--- config.mk ---
export PLATFORM = sky130hd
export DESIGN_NAME = rom_arbiter
export DESIGN_NICKNAME = d
export VERILOG_FILES = /design/src/rtl/rom_arbiter_pkg.sv /design/src/rtl/rom_arbiter_rr_picker.sv /design/src/rtl/rom_arbiter.sv
export SDC_FILE = /design/constraint.sdc
export NUM_CORES = 1
export LEC_CHECK = 0
export BUFFER_PORTS_ARGS = -buffer_cell sky130_fd_sc_hd__buf_2
export CAP_MARGIN = 0
export CORE_MARGIN = 3
export CORE_UTILIZATION = 47
export CTS_CLUSTER_DIAMETER = 150
export DETAILED_ROUTE_END_ITERATION = 10
export PLACE_DENSITY = 0.85
export SLEW_MARGIN = 10
export SYNTH_ARGS = -nofsm -noshare
export SYNTH_HDL_FRONTEND = slang
export SYNTH_HIERARCHICAL = 1
export SYNTH_SLANG_ARGS = --single-unit
--- constraint.sdc ---
create_clock -name clock -period 5.2 [get_ports clock]
set_input_delay 0.78 -clock clock [delete_from_list [all_inputs] [get_ports clock]]
set_output_delay 0.78 -clock clock [all_outputs]
set_load 0.02 [all_outputs]
--- src/rtl/rom_arbiter_pkg.sv ---
// Shared definitions for the ROM port arbiter: pointer width and
// index/one-hot conversion helpers sized for the largest supported NUM_REQ.
package rom_arbiter_pkg;

    localparam int unsigned MAX_REQ = 8;
    localparam int unsigned PTR_W   = $clog2(MAX_REQ);

    // Index to one-hot vector of MAX_REQ bits.
    function automatic logic [MAX_REQ-1:0] idx_to_onehot(input logic [PTR_W-1:0] idx);
        return MAX_REQ'(1) << idx;
    endfunction

    // One-hot vector to index; OR-reduction, so a zero vector yields index 0.
    function automatic logic [PTR_W-1:0] onehot_to_idx(input logic [MAX_REQ-1:0] oh);
        logic [PTR_W-1:0] r;
        r = '0;
        for (int i = 0; i < int'(MAX_REQ); i++) begin
            if (oh[i]) r = r | PTR_W'(i);
        end
        return r;
    endfunction

endpackage

--- src/rtl/rom_arbiter_rr_picker.sv ---
// Round-robin picker: finds the first eligible index at or after rr_ptr,
// wrapping past NUM_REQ-1 to 0.
// Ports: eligible (request mask), rr_ptr (search start) -> found, winner.
module rr_picker
    import rom_arbiter_pkg::*;
#(
    parameter int unsigned NUM_REQ = 4
) (
    input  logic [NUM_REQ-1:0] eligible,
    input  logic [PTR_W-1:0]   rr_ptr,
    output logic               found,
    output logic [PTR_W-1:0]   winner
);

    localparam int unsigned DW = 2 * NUM_REQ;

    logic [DW-1:0] doubled;
    logic [DW-1:0] masked;

    // Upper copy covers the wrap; lower copy loses bits below the pointer,
    // so the lowest set bit of the doubled vector is the round-robin winner.
    always_comb begin
        doubled = {eligible, eligible};
        masked  = '0;
        for (int j = 0; j < int'(DW); j++) begin
            masked[j] = doubled[j] && ((j >= int'(NUM_REQ)) || (j >= int'(rr_ptr)));
        end
        found  = 1'b0;
        winner = '0;
        // Descending scan: the last hit written is the lowest set bit.
        for (int j = int'(DW) - 1; j >= 0; j--) begin
            if (masked[j]) begin
                found  = 1'b1;
                winner = PTR_W'(j % int'(NUM_REQ));
            end
        end
    end

endmodule

--- src/rtl/rom_arbiter.sv ---
// Round-robin arbiter sharing one synchronous-read ROM port among NUM_REQ
// requesters. One read issued per cycle; each read returns with rsp_valid.
// Ports: clock, reset_n; req/addr from requesters; gnt, rsp_valid, rsp_data
// to requesters; rom_enable, rom_address to the ROM, rom_data from it.
module rom_arbiter
    import rom_arbiter_pkg::*;
#(
    parameter int unsigned NUM_REQ         = 4,
    parameter int unsigned addressBitWidth = 9,
    parameter int unsigned blockLength     = 8
) (
    input  logic                                 clock,
    input  logic                                 reset_n,
    input  logic [NUM_REQ-1:0]                   req,
    input  logic [NUM_REQ*addressBitWidth-1:0]   addr,
    output logic [NUM_REQ-1:0]                   gnt,
    output logic [NUM_REQ-1:0]                   rsp_valid,
    output logic [blockLength-1:0]               rsp_data,
    output logic                                 rom_enable,
    output logic [addressBitWidth-1:0]           rom_address,
    input  logic [blockLength-1:0]               rom_data
);

    logic [PTR_W-1:0]           rr_ptr;
    logic [PTR_W-1:0]           ptr_next;
    logic [NUM_REQ-1:0]         eligible;
    logic                       found;
    logic [PTR_W-1:0]           winner;
    logic [addressBitWidth-1:0] addr_sel;

    // A requester granted this cycle may still hold req; mask it out.
    assign eligible = req & ~gnt;

    rr_picker #(
        .NUM_REQ (NUM_REQ)
    ) u_picker (
        .eligible (eligible),
        .rr_ptr   (rr_ptr),
        .found    (found),
        .winner   (winner)
    );

    // Address mux for the winning requester.
    always_comb begin
        addr_sel = '0;
        for (int i = 0; i < int'(NUM_REQ); i++) begin
            if (winner == PTR_W'(i)) addr_sel = addr[i*addressBitWidth +: addressBitWidth];
        end
    end

    assign ptr_next = (winner == PTR_W'(NUM_REQ - 1)) ? '0 : winner + PTR_W'(1);

    // ROM output already registered; response data passes straight through.
    assign rsp_data = rom_data;

    // Issue and response registers.
    always_ff @(posedge clock or negedge reset_n) begin
        if (!reset_n) begin
            gnt         <= '0;
            rsp_valid   <= '0;
            rom_enable  <= 1'b0;
            rom_address <= '0;
            rr_ptr      <= '0;
        end else begin
            rsp_valid  <= gnt;
            gnt        <= found ? NUM_REQ'(idx_to_onehot(winner)) : '0;
            rom_enable <= found;
            if (found) begin
                rom_address <= addr_sel;
                rr_ptr      <= ptr_next;
            end
        end
    end

endmodule

After elaboration in Yosys (flattened, before gate mapping):

Index checks and enable logic that the tools add are counted.

* register bits: 21
* bits of input ports: 50
* word-level logic and storage cells: 43

* $add $sub $neg: 1
* $lt $le $gt $ge: 4
* equal/unequal tests: 3
* shifts and indexed selects: 1
* muxes and demuxes: 22
* bitwise operators: 2
* reductions and logical operators: 5

Operator list (number)
* $mux W9: 4
* $mux W3: 8
* $mux W1: 8
* $eq A3 B2 Y1 const B: 2
* $ge A1 B3 Y1 const A: 2
* $ge A2 B3 Y1 const A: 2
* $and A4 B4 Y4: 1
* $logic_and A1 B1 Y1: 4
* $mux W4: 1
* $not A4 Y4: 1
* $shl A1 B3 Y4 const A: 1
* $add A3 B1 Y3 const B: 1
* $eq A3 B1 Y1 const B: 1
* $logic_not A3 Y1: 1
* $mux W2: 1

Depth between registers and ports, before layout:

Gate-level depths: netlist of the first run.

* depth after elaboration: 15
* depth in mapped cells: 10

Hierarchy:

Netlist of the first run, hierarchy kept.

Modules (own cells, without submodules)
* rom_arbiter: times used 1, cells an instance 101, area each 1182.4 µm², seq. area each 525.5 µm²
* rr_picker: times used 1, cells an instance 22, area each 127.6 µm², seq. area each 0.0 µm²

Least setup slack after synthesis of the first run:

OpenSTA, ideal clock, no wires.

* path type: input port to flip-flop
* start point: input port req[0]
* end point: register rom_address[1]
* data arrival time: 2384 ps
* data required time: 5068 ps
* setup slack: 2683 ps
* stages: 10
* buffers on the path: 1
* cells stage by stage: nor2b_1 -> o21ai_0 -> o311ai_1 -> a21oi_1 -> inv_1 -> ha_1 -> or2_1 -> buf_6 -> a221oi_2 -> o32ai_2

* cells in the longest elaborated chain, start to end: 11

Ends and longest elaborated chain
* start: declaration: line rom_arbiter.sv:14 `input logic [NUM_REQ-1:0] req,`
* $and A4 B4 Y4 (*): line rom_arbiter.sv:32 `assign eligible = req & ~gnt;`
* $mux W3 (4 in series): line rom_arbiter_rr_picker.sv:32 `if (masked[j]) begin`
* $mux W3 (*): line rom_arbiter_rr_picker.sv:32
* via winner[0]: line rom_arbiter.sv:28 `logic [PTR_W-1:0] winner;`
* $logic_not A3 Y1: line rom_arbiter.sv:47 `if (winner == PTR_W'(i)) addr_sel = addr[i*addressBitWidth +: addressBitWidth];`
* $mux W9 (3 in series): line rom_arbiter.sv:47
* $mux W9 (*): line rom_arbiter.sv:47
* end signal: assignment: line rom_arbiter.sv:69 `rom_address <= addr_sel;`
* end: declaration: line rom_arbiter.sv:20 `output logic [addressBitWidth-1:0] rom_address,`

The timed path passes the listed nets; every way through them passes the cells marked *.
A chain may end at the register's enable or synchronous reset.

Final worst setup path of the first run:

* start point: input port req[0]
* end point: register rom_address[8]

* cells in the longest elaborated chain, start to end: 11

Ends and longest elaborated chain
* $and A4 B4 Y4 (*): line rom_arbiter.sv:32
* via eligible[0]: line rom_arbiter.sv:26 `logic [NUM_REQ-1:0] eligible;`
* $mux W3 (4 in series): line rom_arbiter_rr_picker.sv:32
* $mux W3 (*): line rom_arbiter_rr_picker.sv:32
* via winner[0]: line rom_arbiter.sv:28
* $logic_not A3 Y1: line rom_arbiter.sv:47
* $mux W9 (3 in series): line rom_arbiter.sv:47
* $mux W9 (*): line rom_arbiter.sv:47

Marked as above.

==> results of run 1 <==
[cells in the final DEF, fill, tap and decap left out, types with 2 or more instances in the layout]
cell and instances:
nor2b_1 9, dfrtp_1 21, o32ai_1 2, clkbuf_4 3, nand2_1 2, nor3_1 2
inv_1 19, buf_2 59, o32ai_2 7, o22ai_1 10, nor2_1 6, ha_1 4
a221oi_2 9
[worst register-to-register path, cell delays in order (launching register included)]
cell      delay (ns)
dfrtp_1         0.41
nor2b_1         0.28
inv_1           0.07
a311oi_1        0.28
a21oi_1         0.15
ha_1            0.44
nor2b_1         0.78
a221oi_2        0.11
o32ai_1         0.27
[stage by stage]
stage	total power, uW	utilization	std cells	hold WS (ns)	worst slack [ns]
after CTS	823	0.606	201	0.421	2.19
final	820	0.606	201	0.414	2.17
after global routing	880	0.606	201	0.432	1.85
after detailed placement	742	0.595	197	0.395	1.88
after floorplan	652	-	123	0.484	2.68
after global placement	720	0.595	197	0.384	2.00
[state kept, by name, summed over array words and instances (netlist names)]
register	count
gnt	4
rr_ptr	3
rsp_valid	4
rom_enable	1
rom_address	9
[synth_stat cells, types with 2 or more instances]
cell      count
nand2_1       2
buf_2         2
nor2_1        6
inv_1        19
dfrtp_1      21
nor2b_1       9
ha_1          4
a221oi_2      9
buf_4        11
o32ai_2       7
nor3_1        2
o32ai_1       2
o22ai_1      10
buf_6         2
[final cells by class]
class,count,area [sq um],area share
inverter,20,75.1,0.0483
timing repair buffer,59,295,0.190
clock inverter,1,5.00,0.00322
sequential,21,526,0.338
clock buffer,3,22.5,0.0145
tap,30,37.5,0.0241
multi-input combinational,67,594,0.382
[layer usage]
metal / track usage / wire, um / up-vias
li1: - / - / 526
met5: 0 / 0 / -
met4: 0.0712 / 73 / 0
met1: 0.230 / 1250 / 531
met3: 0.0417 / 297 / 14
met2: 0.306 / 1450 / 68
[worst paths after layout]
path / depth (start not counted) / slack [ns] / startpoint / endpoint
min in group clock: 0 / 0.41 / gnt[3] / rsp_valid[3]
max in group asynchronous: 1 / 4.46 / reset_n / rom_address[3]
hold / removal: 1 / 0.41 / reset_n / rom_address[5]
hold reg to reg: 0 / 0.41 / gnt[3] / rsp_valid[3]
setup / recovery: 9 / 2.17 / req[0] / rom_address[8]
setup reg to reg: 8 / 2.31 / gnt[0] / rom_address[8]
[kinds of logic after synthesis]
logic type	count (synthesis)
AO/OA/AOI/OAI	36
buffers and inverters	35
AND/OR/NAND/NOR	25
flip-flops	21
adder cells (fa/ha/maj)	4
multiplexers	1
other	1
[report_power, final]
| group | total (uW) | switching (uW) | internal [uW] |
|---|---|---|---|
| clock | 77.4 | 48.7 | 28.7 |
| sequential | 251 | 35.1 | 216 |
| combinational | 492 | 292 | 200 |
==> results.md, run 1 <==
* Via count at between 1000 and 1500
* Cell Area, Synth at around 1300 sq um
* Final ANT Viol Nets at 0
* First-pass GRT wire length at ~4.8 mm
* CP Class: in2reg
* CP most frequent cell: nor2b_1
* Top FF cell, synth: dfrtp_1
* Post-synth EDFFs at 0
* Worst-Skew Late Latency at about 0.3 ns
* Num CTS Buffers at 3
* # diodes at 0
* Max-slew violation count at 0
* GRT Resource Usage Total at 0.184
* Post-route minimum period at roughly 3 ns
* Die area at approximately 3500 sq um
* Largest family of logic cells by synthesized area: compound AO/OA/AOI/OAI gates
* Synth unique cells at 31
* Crit path DAT at 3.23 ns
* Synthesized netlist cell count at 123
* Post-Route WL at around 3.1 mm
* Post-synthesis compound-gate area fraction at 0.298
* Yosys top cell by area: dfrtp_1
* Row count at 18
* Vias in the first global route at between 1000 and 1500
* Setup bufs post-CTS at 0
* GPL Wtd Cong at ~0.78
* Top Family by Delay on Critical Path: simple AND/OR/NAND/NOR gates
* Sequential area share after synthesis at 0.401
* Final HPWL DP at ~2.4 mm
* Max cap viols at 0
* Root Driver: clkbuf_4
* Synth Area in Simple Gates at 0.106
* Outcome: complete, no violations
* Top-area cell type share of the netlist area at 0.401
* RSZ-0062 raised after global routing: no
* Die extent in y at about 60 um
* Pin count of the biggest net entering global routing at 22
* Die width at between 50 and 60 um
* Final hold violation count at 0
* Startpoint types: input pin
* Synth Net Count at about 180
* Initial DRT Pass Iterations at 5
* Post-route cell area at around 1600 sq um
* CTS sink cnt at 21
* Core area at around 2600 sq um
* IO buf count at slightly below 60
* Total Neg Setup Slack at 0 ns
* CP cell instances: buf_2 -> nor2b_1 -> inv_1 -> a311oi_1 -> a21oi_1 -> ha_1 -> nor2b_1 -> a221oi_2 -> o32ai_1
* Ratio of cells with drive above 1 in the final layout at 0.485
* Hold WC Path Type: in2async
* DRT iter0 DRCs at 57
* Ys async rst share at 1.00
* Pwr per Cell Area at 527 nW/um^2
* Final cycle utilization of the critical path at 0.582
* Syn Area/Cell at 10.7 sq um
* Total gr overflow at 0
* Max Freq at between 0.3 and 0.4 GHz
* Max-slew headroom at 0.400
* Flops & latches, synth at 21
* CTS tree: yes
* P_leak at around 0.0008 uW
* Yosys warnings at 6
* Least-Margin Pin Slew at roughly 0.9 ns
* H-tree depth at 1
* CTS Buffer Depth at 2
* Biggest cell delay along the critical path at 0.78 ns
* # setup viols final at 0
* Area growth, synth to finish at 18.7%
* Fillcell total at between 200 and 250
* CP Data Required Time at around 5.4 ns
* Nets at between 200 and 250
* Clock transition at the registers of the reported paths at ~0.12 ns
* Synth Area in Adders at 0.0382
* Initial Utilization at 0.510
* Initial antenna violation count at 0
* Routed len/inst at 15.3 um
* Number of buffers and inverters on the critical path at 2
* XOR/XNOR Fraction of Synth Area at 0
* Placed Area at 1530 sq um
* Max FO, Critical Path at 11
* Peak supply drop at 0.000371 V
* Io pins at 76
* Hold Buf Count CTS at 0
* Post-CTS Resized at 0
* # DRC at 0
* Crit. End Element: register
* Post-synthesis mux area share at 0.00860
* Top cells by area, synth: dfrtp_1 40%, a221oi_2 10%, o32ai_2 8.7%, buf_4 6.3%, inv_1 5.4%
* CP max-delay cell: nor2b_1
* Clock Skew at roughly 0.009 ns
* Routed vias/inst at between 5 and 6
Power figures use the tool's default switching activity.
==> inputs of run 2 (changes only) <==
--- a/config.mk
+++ b/config.mk
@@ -8,10 +8,10 @@
 export BUFFER_PORTS_ARGS = -buffer_cell sky130_fd_sc_hd__buf_2
 export CAP_MARGIN = 0
 export CORE_MARGIN = 3
-export CORE_UTILIZATION = 47
+export CORE_UTILIZATION = 43
 export CTS_CLUSTER_DIAMETER = 150
 export DETAILED_ROUTE_END_ITERATION = 10
-export PLACE_DENSITY = 0.85
+export PLACE_DENSITY = 0.79
 export SLEW_MARGIN = 10
 export SYNTH_ARGS = -nofsm -noshare
 export SYNTH_HDL_FRONTEND = slang
==> constraint.sdc (replaced) <==
create_clock -name clock -period 2.8 [get_ports clock]
set_input_delay 0.42 -clock clock [delete_from_list [all_inputs] [get_ports clock]]
set_output_delay 0.42 -clock clock [all_outputs]
set_load 0.02 [all_outputs]
==> run 2 against run 1 <==
  * Clock power rose by 82%
  * Final cell count rose by 1.5%
  * Setup slack worse by 1.9 ns
  * Routed wire length increased by 3.7%
  * Flip-flop and latch count unchanged
  * Cell area rose by 1.1%
  * Critical path depth did not move
  * Sequential share of layout area down 0.38 points
  * Total power increased by 87%
  * Critical path type is now reg2reg
==> results.md, run 2 (synthesized netlist as in run 1, its figures left out) <==
* Outcome: complete, no violations
* Initial Utilization at 0.463
* FF-to-FF End: rom_address[8]
* RSZ-0062 raised after global routing: no
* GRT Resource Usage Total at 0.183
* Num CTS Buffers at 3
* Max-slew violation count at 0
* Most frequent cells in the layout: 59 x buf_2, 21 x dfrtp_1, 19 x inv_1
* GPL Wtd Cong at approximately 0.79
* CP Data Required Time at 3.00 ns
* Via count at 1124
* CP Class: reg2reg
* Final ANT Viol Nets at 0
* Setup slack, reg-to-reg at roughly 0.30 ns
* Nets at 228
* DRT iter0 DRCs at 80
* CTS Buffer Depth at 2
* First-pass GRT wire length at roughly 5.1 mm
* Die area at 3740 sq um
* Logic pwr share at 0.602
* Max cap viols at 0
* Peak supply drop at 0.000536 V
* Pwr per Cell Area at between 900 and 1000 nW/um^2
* Hold WC Path Type: in2async
* # setup viols final at 0
* Sequential power share at 0.305
* Initial DRT Pass Iterations at 4
* Die width at between 60 and 70 um
* Row count at 19
* Max FO, Critical Path at 9
* Die extent in y at between 60 and 70 um
* Final hold violation count at 0
* Clock share of power at 0.092
* Final HPWL DP at about 2.5 mm
* Switching power at 697 uW
* Least-Margin Pin Slew at 0.556 ns
* Commonest non-fill, non-tap cell in the layout: buf_2
* Startpoint types: register
* CTS tree: yes
* Setup WS post-layout at 0.302 ns
* Worst Reg-to-Reg Cells at 9
* Root Driver: clkbuf_4
* CTS sink cnt at 21
* Max Freq at between 0.4 and 0.5 GHz
* Worst-Skew Late Latency at 0.29 ns
* Crit. End Element: register
* P_leak at around 0.00079 uW
* Max-slew headroom at 0.628
* Total Neg Setup Slack at 0 ns
* Routed len/inst at about 16 um
* Place WS at -0.0622 ns
* # diodes at 0
* Ratio of cells with drive above 1 in the final layout at 0.491
* Io pins at 76
* # DRC at 0
* Total gr overflow at 0
* Top flop regs: rom_address: 9 flops, gnt: 4 flops, rsp_valid: 4 flops
* Max reg flops at 9
* Final hold slack at between 0.06 and 0.07 ns
* IO buf count at roughly 60
* Post-Route WL at between 3 and 4 mm
* Final cycle utilization of the critical path at 0.892
* Initial antenna violation count at 0
* H-tree depth at 1
* Pin count of the biggest net entering global routing at 22
* Clock Skew at 0.000972 ns
* Vias in the first global route at around 1200
* Routed vias/inst at 5.51
* Area growth, synth to finish at 20.1%
* Clock transition at the registers of the reported paths at around 0.11 ns
* Post-route minimum period at roughly 2.5 ns
* Cell Int Power at about 840 uW
* Reg with most FFs: rom_address
* Core area at around 2800 sq um
* Crit path DAT at 2.69 ns
* Reg2reg start: gnt[0]
* Sw frac at 0.454
* Setup bufs post-CTS at 0
run 2: how the worst max path moves through the flow:
stage               startpoint              to  depth (start not counted)
floorplan               req[0]  rom_address[1]                         10
finish                  gnt[0]  rom_address[8]                          9
CTS                     gnt[2]  rom_address[8]                          9
detailed placement      req[2]  rom_address[8]                         10
global route            gnt[0]  rom_address[8]                          9
global placement        req[2]  rom_address[7]                         10
run 2: through the flow:
step / std cells / total power, uW / instance area (sq um) / utilization
after floorplan: 123 / 1210 / 1310 / -
after CTS: 204 / 1540 / 1570 / 0.555
final: 204 / 1530 / 1570 / 0.556
after detailed placement: 200 / 1400 / 1540 / 0.546
after global placement: 200 / 1350 / 1540 / 0.546
after global routing: 204 / 1650 / 1570 / 0.556
run 2: critical path, stage by stage (launching register included):
cell      delay, ns
dfrtp_1        0.42
nor2b_1        0.29
inv_1          0.07
a311oi_1       0.28
a21oi_1        0.15
inv_1          0.12
ha_1           0.18
nor2b_2        0.50
a221oi_2       0.11
o32ai_1        0.27
run 2: metal layers:
| metal | vias up | global-route usage | part of all wire |
|---|---|---|---|
| met5 | - | 0 | 0 |
| met4 | 0 | 0.0774 | 0.010 |
| met3 | 8 | 0.0482 | 0.086 |
| met2 | 55 | 0.331 | 0.51 |
| met1 | 527 | 0.199 | 0.40 |
| li1 | 534 | - | - |
run 2: timing repair:
item / in CTS / in global routing
hold buffers: 0 / 0
setup endpoints to repair: 0 / 9
hold endpoints to repair: 0 / 0
gates resized for setup: 0 / 1
run 2: power groups by stage:
stage / logic [uW] / registers, uW / clock network [uW]
after CTS: 923 / 469 / 149
after floorplan: 653 / 558 / 0
after global routing: 1010 / 484 / 160
after global placement: 882 / 466 / 0
after detailed placement: 923 / 473 / 0
final: 924 / 469 / 141
run 2: layout make-up:
| cell class | instances | area [sq um] |
|---|---|---|
| sequential | 21 | 526 |
| inverter | 20 | 75.1 |
| fill | 268 | 1260 |
| multi-input combinational | 67 | 597 |
| clock buffer | 4 | 26.3 |
| timing repair buffer | 61 | 310 |
| tap | 31 | 38.8 |
==> inputs of run 3 (changes only) <==
--- a/config.mk
+++ b/config.mk
@@ -9,6 +9,7 @@
 export CAP_MARGIN = 0
 export CORE_MARGIN = 3
 export CORE_UTILIZATION = 43
+export CTS_BUF_LIST = sky130_fd_sc_hd__clkbuf_16
 export CTS_CLUSTER_DIAMETER = 150
 export DETAILED_ROUTE_END_ITERATION = 10
 export PLACE_DENSITY = 0.79
==> run 3 against run 2 <==
  * Combinational power barely moved
  * Sequential power hardly changed
  * Die area unchanged
  * Highest routed layer unchanged
==> results.md, run 3 (synthesized netlist as in run 1, its figures left out) <==
* Die extent in y at 61.2 um
* Vias in the first global route at 1214
* Routed len/inst at roughly 16 um
* Root Driver: clkbuf_16
* Total gr overflow at 0
* FF-to-FF End: rom_address[8]
* Post-route minimum period at 2.47 ns
* Outcome: complete, no violations
* CTS Buffer Depth at 2
* Initial Utilization at 0.463
* CTS tree: yes
* Top flop regs: rom_address: 9 flops, gnt: 4 flops, rsp_valid: 4 flops
* Worst-Skew Late Latency at 0.25 ns
* Met3 usage at 0.0545
* CP max-delay cell: nor2b_2
* H-tree depth at 1
* Clock Skew at 0.00188 ns
* Post-Route WL at between 3 and 4 mm
* Clock transition at the registers of the reported paths at 0.05 ns
* Max FO, Critical Path at 9
* Io pins at 76
* Nets at 228
* Core area at 2830 sq um
* Final hold violation count at 0
* Least-Margin Pin Slew at about 0.55 ns
* Biggest cell delay along the critical path at about 0.49 ns
* Max Freq at about 0.4 GHz
* Max-slew violation count at 0
* Peak supply drop at between 0.0005 and 0.0006 V
* RSZ-0062 raised after global routing: no
* Ratio of cells with drive above 1 in the final layout at 0.491
* CP Data Required Time at roughly 3 ns
* Routed vias/inst at around 5.6
* Met1 GRT Util at 0.207
* GPL Wtd Cong at 0.790
* Die area at approximately 3700 sq um
* Max cap viols at 0
* Pwr per Cell Area at ~1000 nW/um^2
* First-pass GRT wire length at approximately 5.2 mm
* Final core area utilization at 0.575
* Setup slack, reg-to-reg at approximately 0.33 ns
* Row count at 19
* # diodes at 0
* # setup viols final at 0
* Final cycle utilization of the critical path at 0.883
* Fillcell total at between 200 and 300
* Hold WC Path Type: in2async
* Max-slew headroom at 0.631
* DRT iter0 DRCs at a little under 70
* Crit path DAT at around 2.6 ns
* Startpoint types: register
* # DRC at 0
* P_leak at roughly 0.00082 uW
* Hold Buf Count CTS at 0
* GRT Resource Usage Total at 0.189
* CP cell instances: nor2b_1 -> inv_1 -> o311ai_1 -> a21oi_1 -> inv_1 -> ha_1 -> nor2b_2 -> a221oi_2 -> o32ai_1
* Max reg flops at 9
* Final ANT Viol Nets at 0
* Initial antenna violation count at 0
* CTS sink cnt at 21
* Final HPWL DP at 2.51 mm
* Worst Reg-to-Reg Cells at 9
* Crit. End Element: register
* Area growth, synth to finish at 24.1%
* Num CTS Buffers at 3
* Die width at a little over 60 um
* Initial DRT Pass Iterations at 4
* Via count at 1143
* Most used routing layer: met2
* Reg with most FFs: rom_address
* CP Class: reg2reg
* Most frequent cells in the layout: 59 x buf_2, 21 x dfrtp_1, 20 x inv_1
* Place WS at -0.0622 ns
* Global-route met2 utilization at 0.334
* IO buf count at 59
* Commonest non-fill, non-tap cell in the layout: buf_2
* Setup WS post-layout at between 0.3 and 0.4 ns
* CP most frequent cell: inv_1
* Reg2reg start: gnt[2]
* Pin count of the biggest net entering global routing at 22
==> run 3: changes by cell type in the layout (fill, tap and decap cells not counted), sizes merged <==
cell / change
inv: +1
clkbuf: -1
==> run 3: per-stage QoR <==
stage | total power, uW | hold WS, ns | cells | instance area (sq um) | setup TNS [ns]
finish | 1690 | 0.119 | 204 | 1630 | 0
global route | 1820 | 0.159 | 204 | 1630 | 0
CTS | 1700 | 0.130 | 204 | 1620 | 0
detailed placement | 1400 | 0.396 | 200 | 1540 | -0.0710
global placement | 1350 | 0.381 | 200 | 1540 | 0
floorplan | 1210 | 0.124 | 123 | 1310 | 0
==> run 3: critical path: cells and delay by family (launching register included) <==
kind | cells | cell delay, ns
flip-flops | 1 | 0.39
buffers and inverters | 2 | 0.23
adder cells (fa/ha/maj) | 1 | 0.18
AND/OR/NAND/NOR | 2 | 0.68
AO/OA/AOI/OAI | 4 | 0.88
==> run 3: worst max path at each step <==
stage,from,endpoint,cells after the start
floorplan,req[0],rom_address[1],10
global placement,req[2],rom_address[7],10
detailed placement,req[2],rom_address[8],10
CTS,gnt[2],rom_address[8],9
global route,gnt[0],rom_address[8],9
finish,gnt[2],rom_address[8],9
==> run 3: layout make-up <==
class / instances / area, sq um / area share
multi-input cells: 67 / 597 / 0.367
flip-flops and latches: 21 / 526 / 0.323
clock inverters: 1 / 3.75 / 0.00231
inverters: 20 / 75.1 / 0.0462
clock buffers: 3 / 75.1 / 0.0462
repair buffers: 61 / 310 / 0.191
well taps: 31 / 38.8 / 0.0239
==> run 3: what timing repair did <==
action / CTS / global route
resized for setup: 0 / 1
setup buffers: 0 / 0
setup endpoints to repair: 0 / 9
==> run 3: routing by layer <==
layer	part of all wire	up-vias
li1	-	536
met1	0.39	534
met2	0.50	62
met3	0.089	11
met4	0.020	0
met5	0	-
==> run 3: power by group <==
group | internal (uW) | leakage, uW | switching, uW
logic | 382 | 0.000507 | 544
registers | 402 | 0.000271 | 68.9
clock network | 190 | 0.0000423 | 105
total | 974 | 0.000820 | 718
